<file path="src/rtl/uart_pkg.sv">
// Shared UART definitions: receiver state encoding, frame geometry, default bit timing.
package uart_pkg;

    localparam int unsigned DATA_BITS        = 8;
    localparam int unsigned IDX_W            = $clog2(DATA_BITS);
    // 12 MHz / 115200 baud, shared with the transmitter
    localparam int unsigned CLKS_PER_BIT_DEF = 104;

    typedef enum logic [2:0] {
        IDLE,
        START,
        DATA,
        STOP,
        WAIT_HIGH
    } rx_state_e;

endpackage

</file>
<file path="src/rtl/sync_2ff.sv">
// Two-flop synchroniser for a single asynchronous input, with a selectable reset value.
module sync_2ff #(
    parameter logic RST_VAL = 1'b1
) (
    input  logic clk_i,
    input  logic rst_i,
    input  logic d_i,
    output logic q_o
);

    logic [1:0] sync_q;
    logic [1:0] sync_d;

    // shift the pin through two stages
    always_comb begin
        sync_d = {sync_q[0], d_i};
    end

    // synchroniser flops
    always_ff @(posedge clk_i or posedge rst_i) begin
        if (rst_i) begin
            sync_q <= {2{RST_VAL}};
        end else begin
            sync_q <= sync_d;
        end
    end

    assign q_o = sync_q[1];

endmodule

</file>
<file path="src/rtl/uart_rx.sv">
// 8N1 UART receiver: mid-bit sampling, valid/ready byte output, framing-error and overrun pulses.
module uart_rx
    import uart_pkg::*;
#(
    parameter int unsigned CLKS_PER_BIT = CLKS_PER_BIT_DEF,
    parameter int unsigned CNT_W        = 16
) (
    input  logic                 clk_i,
    input  logic                 rst_i,
    input  logic                 rx_i,
    output logic [DATA_BITS-1:0] data_o,
    output logic                 valid_o,
    input  logic                 ready_i,
    output logic                 frame_err_o,
    output logic                 overrun_o,
    output logic                 busy_o
);

    localparam logic [CNT_W-1:0] HALF     = CNT_W'((CLKS_PER_BIT - 1) / 2);
    localparam logic [CNT_W-1:0] LAST     = CNT_W'(CLKS_PER_BIT - 1);
    localparam logic [IDX_W-1:0] IDX_LAST = IDX_W'(DATA_BITS - 1);

    rx_state_e            state_q, state_d;
    logic                 rxs;
    logic [CNT_W-1:0]     cnt_q, cnt_d;
    logic [IDX_W-1:0]     idx_q, idx_d;
    logic [DATA_BITS-1:0] shift_q, shift_d;
    logic [DATA_BITS-1:0] data_q, data_d;
    logic                 valid_q, valid_d;
    logic                 frame_err_q, frame_err_d;
    logic                 overrun_q, overrun_d;
    logic                 busy_q, busy_d;
    logic                 half_c;
    logic                 bit_end_c;

    sync_2ff #(
        .RST_VAL (1'b1)
    ) u_sync (
        .clk_i (clk_i),
        .rst_i (rst_i),
        .d_i   (rx_i),
        .q_o   (rxs)
    );

    assign half_c    = (cnt_q == HALF);
    assign bit_end_c = (cnt_q == LAST);

    // state register
    always_ff @(posedge clk_i or posedge rst_i) begin
        if (rst_i) begin
            state_q <= IDLE;
        end else begin
            state_q <= state_d;
        end
    end

    // next-state logic
    always_comb begin
        state_d = state_q;
        unique case (state_q)
            IDLE:      if (!rxs) state_d = START;
            START:     if (half_c) state_d = rxs ? IDLE : DATA;
            DATA:      if (bit_end_c && (idx_q == IDX_LAST)) state_d = STOP;
            STOP:      if (bit_end_c) state_d = rxs ? IDLE : WAIT_HIGH;
            WAIT_HIGH: if (rxs) state_d = IDLE;
            default:   state_d = IDLE;
        endcase
    end

    // counter, shift register and output register next values
    always_comb begin
        cnt_d       = cnt_q;
        idx_d       = idx_q;
        shift_d     = shift_q;
        data_d      = data_q;
        valid_d     = valid_q && !ready_i;
        frame_err_d = 1'b0;
        overrun_d   = 1'b0;
        busy_d      = (state_d != IDLE);
        unique case (state_q)
            IDLE: begin
                cnt_d = '0;
            end
            START: begin
                if (half_c) begin
                    cnt_d = '0;
                    idx_d = '0;
                end else begin
                    cnt_d = cnt_q + CNT_W'(1);
                end
            end
            DATA: begin
                if (bit_end_c) begin
                    cnt_d          = '0;
                    shift_d[idx_q] = rxs;
                    idx_d          = idx_q + IDX_W'(1);
                end else begin
                    cnt_d = cnt_q + CNT_W'(1);
                end
            end
            STOP: begin
                if (bit_end_c) begin
                    cnt_d = '0;
                    if (!rxs) begin
                        frame_err_d = 1'b1;
                    end else if (!valid_q || ready_i) begin
                        data_d  = shift_q;
                        valid_d = 1'b1;
                    end else begin
                        overrun_d = 1'b1;
                    end
                end else begin
                    cnt_d = cnt_q + CNT_W'(1);
                end
            end
            WAIT_HIGH: begin
                cnt_d = '0;
            end
            default: begin
                cnt_d = '0;
            end
        endcase
    end

    // datapath and output registers
    always_ff @(posedge clk_i or posedge rst_i) begin
        if (rst_i) begin
            cnt_q       <= '0;
            idx_q       <= '0;
            shift_q     <= '0;
            data_q      <= '0;
            valid_q     <= 1'b0;
            frame_err_q <= 1'b0;
            overrun_q   <= 1'b0;
            busy_q      <= 1'b0;
        end else begin
            cnt_q       <= cnt_d;
            idx_q       <= idx_d;
            shift_q     <= shift_d;
            data_q      <= data_d;
            valid_q     <= valid_d;
            frame_err_q <= frame_err_d;
            overrun_q   <= overrun_d;
            busy_q      <= busy_d;
        end
    end

    assign data_o      = data_q;
    assign valid_o     = valid_q;
    assign frame_err_o = frame_err_q;
    assign overrun_o   = overrun_q;
    assign busy_o      = busy_q;

endmodule

</file>
<file path="config.mk">
export PLATFORM = sky130hd
export DESIGN_NAME = uart_rx
export DESIGN_NICKNAME = d
export VERILOG_FILES = /design/src/rtl/uart_pkg.sv /design/src/rtl/sync_2ff.sv /design/src/rtl/uart_rx.sv
export SDC_FILE = /design/constraint.sdc
export NUM_CORES = 1
export LEC_CHECK = 0
export BUFFER_PORTS_ARGS = -buffer_cell sky130_fd_sc_hd__buf_2
export CORE_MARGIN = 2
export CORE_UTILIZATION = 65
export CTS_BUF_LIST = sky130_fd_sc_hd__clkbuf_4
export DETAILED_ROUTE_END_ITERATION = 8
export GPL_ROUTABILITY_DRIVEN = 0
export PLACE_DENSITY = 0.85
export SLEW_MARGIN = 0
export SYNTH_ARGS = -nofsm -noshare
export SYNTH_HDL_FRONTEND = slang
export SYNTH_SLANG_ARGS = --single-unit
</file>
<file path="constraint.sdc">
create_clock -name clk_i -period 3.93 [get_ports clk_i]
set_clock_uncertainty 0.15 [all_clocks]
set_input_delay 0.393 -clock clk_i [delete_from_list [all_inputs] [get_ports clk_i]]
set_output_delay 0.393 -clock clk_i [all_outputs]
set_load 0.02 [all_outputs]
</file>
==> key figures <==
Synth
  • Mapped Avg Cell Area: about 11 µm²
  • Yosys reg bits: 44
  • Synth top area share: about half
  • Post-synthesis cell count: 190
  • Syn_nets: 197
  • Area contributors post-synth: dfrtp_1 50%, mux2_1 8.7%, nor2_1 5.0%
  • Yosys warnings: 0
  • Asr flop ratio synth: 100.0%
  • EDFF count, synth: 0
  • Yosys cell types: between 40 and 50
  • Synth Cell Area: between 2000 and 2500 µm²
  • Register area share after synthesis: 53.00%
  • Synth area leader: dfrtp_1
  • Main flop type after synthesis: dfrtp_1

Critical path
  • Worst R2R Setup Slack: 1.63 ns
  • CP max FO: 8
  • Reg-to-reg critical path endpoint: shift_q[2]$_DFFE_PP0P_
  • Reg2reg start: cnt_q[0]$_DFF_PP0_
  • Critical path launch point: cnt_q[0]$_DFF_PP0_
  • WP data arrival: 2.39 ns
  • Crit end category: flop
  • CP Class: reg -> reg
  • FF-to-FF path depth: 6
  • Required time worst endpoint: between 4 and 5 ns
  • CP Launch Type: flop

Placed design
  • Pre-CTS WS: 1.655 ns
  • Number of I/O port buffers: 15
  • Post-DP HPWL: approximately 2.5 mm

Worst hold path
  • Worst hold path class: in -> async

Power
  • Leakage: 1.106 nW
  • Sw Share: between 20% and 30%
  • Worst VDD drop: 0.2630 mV
  • Clock power share: 31.4%
  • Cell area power density: 303.2 nW/µm²
  • P_sw: 0.1424 mW
  • Comb pwr share: 1.8%
  • Power Internal: 0.5413 mW
  • Flop pwr share: about two thirds

STA
  • Setup_tns: 0 ns
  • Min Tclk post-route: 2.304 ns
  • Fmax: 0.4340 GHz
  • Max Slew Vio Count: 0
  • Setup ws final: 1.626 ns
  • Slew HR: between 60% and 70%
  • Final-report hold violation count: 0
  • RSZ-0062 raised after global routing: no
  • Final period util: 58.62%
  • Worst slew pin tran: around 0.53 ns
  • Final setup fails: 0

Routing
  • Final ANT Viol Nets: 0
  • # DRC: 0
  • Final wirelength: 3.534 mm
  • Starting DRT DRC Count: 34
  • WL/cell: 14.08 µm
  • Routed vias/inst: about 5.7
  • DRT Pass-1 Iters: 4
  • Via Count: 1440

Floorplan
  • Site Rows: 20
  • Starting Density: 68.20%
  • Die H: 60.60 µm
  • Die W: 60.60 µm
  • Die area: 3672 µm²
  • Core Region: 3053 µm²
  • I/O pins: 16

Final layout
  • Area growth syn-to-layout: 8.293%
  • Most common cell after layout, fill and taps aside: dfrtp_1
  • Nets@finish: 213
  • Fin util: 73.85%
  • Commonest cells after routing, fill and taps aside: 42 x dfrtp_1, 28 x nor2_1, 16 x mux2_1
  • Antenna cells: 0
  • Share of cells above drive strength 1: 15.94%

Clock network
  • Setup repair bufs after CTS: 0
  • Clock Tree Root: clkbuf_4
  • Clock slew at reported path FFs: 0.12 ns
  • Clock buffer depth: 2
  • CTS-repair resized insts: 0
  • Cts hold-fix bufs: 1
  • Clk sink count: 44
  • Cts bufs inserted: 5
  • CTS tree: done
  • Clk_lat worst skew: about 0.35 ns
  • H-tree depth: 2

Global route
  • Vias in the first global route: 1345
  • Grt ovf: 0
  • First-pass GRT wire length: 5.968 mm
  • Gr usage total: 22.63%
  • Initial antenna violation count: 0
  • Largest net degree at the start of global routing: 45

Flow run
  • Max_cap viols: 0

Status
  • Status: completed
## area by class of cell
type,instances,area (µm²)
Sequential cell,44,1104
Multi-Input combinational cell,133,927.1
Fill cell,232,798.3
Timing Repair Buffer,17,92.59
Tap cell,44,55.05
Clock buffer,7,52.55
Inverter,5,18.77
Clock inverter,1,5.005
## through the flow
step                std cells  area (µm²)  hold WS (ns)  power (mW)
finish                    251        2255      0.002454      0.6837
global route              251        2255       0.04761      0.7126
CTS                       251        2255      0.005351      0.6927
detailed placement        242        2187        0.1969      0.4779
global placement          242        2187        0.1963      0.4774
floorplan                 190        2082        0.1952      0.4730
## power by group through the flow
| stage | logic [mW] | registers (mW) | clock network (mW) |
|---|---|---|---|
| 3_5_place_dp | 0.0124 | 0.466 | 0 |
| 5_1_grt | 0.0147 | 0.457 | 0.241 |
| 4_1_cts | 0.0131 | 0.457 | 0.223 |
| 6_report | 0.0125 | 0.457 | 0.214 |
| 2_1_floorplan | 0.00907 | 0.464 | 0 |
| 3_3_place_gp | 0.0119 | 0.465 | 0 |
## registers in the layout, summed over array words and instances, names as in the netlist
register       count
busy_o             1
u_sync.sync_q      2
frame_err_o        1
valid_o            1
overrun_o          1
cnt_q             16
state_q            3
data_o             8
shift_q            8
idx_q              3
## worst max-delay path by stage
stage	endpoint	slack, ns
2_1_floorplan	shift_q[2]$_DFFE_PP0P_	1.85
3_3_place_gp	shift_q[2]$_DFFE_PP0P_	1.77
3_5_place_dp	shift_q[2]$_DFFE_PP0P_	1.65
4_1_cts	shift_q[2]$_DFFE_PP0P_	1.60
5_1_grt	data_o[6]$_DFFE_PP0P_	1.44
6_report	shift_q[2]$_DFFE_PP0P_	1.63
## critical path: stages (launching register included)
cell,delay [ns]
dfrtp_1,0.41
ha_1,0.23
nor4bb_1,0.34
and4_4,0.31
nand2_2,0.12
nor4b_2,0.30
mux2_1,0.35
## logic make-up (layout without fill, tap and decap cells)
| kind of cell | after synthesis | in the layout | synth area share, % |
|---|---|---|---|
| adders and majority gates | 3 | 3 | 1.803 |
| AOI/OAI and AO/OA | 10 | 10 | 2.945 |
| buffers and inverters | 13 | 30 | 2.464 |
| xor gates and xnor gates | 14 | 14 | 5.890 |
| DFF | 44 | 44 | 53.00 |
| and+or+nand+nor | 90 | 90 | 25.24 |
| muxes | 16 | 16 | 8.654 |
## Yosys cell counts, types with 2 or more instances
cell,number
nand4_1,8
nor4_4,2
nand4b_1,2
a21oi_1,2
nand3_1,8
buf_1,2
mux2_1,16
nor2b_1,2
nand2_1,14
dfstp_2,2
nor3_1,4
xor2_1,2
nand2b_1,4
nor4b_2,2
dfrtp_1,42
nor4bb_1,2
nor4_1,2
and4_1,2
inv_1,5
nor2_1,28
clkbuf_1,4
buf_2,2
o21ai_0,2
xnor2_1,12
ha_1,3
## layer usage
metal	part of all wire [%]	vias to the layer above	GRT usage, %
met5	0	-	0
met4	2.0	0	8.385
met3	4.0	8	5.757
met2	52	32	39.94
met1	42	703	26.58
li1	-	697	-
Power figures use the tool's default switching activity.
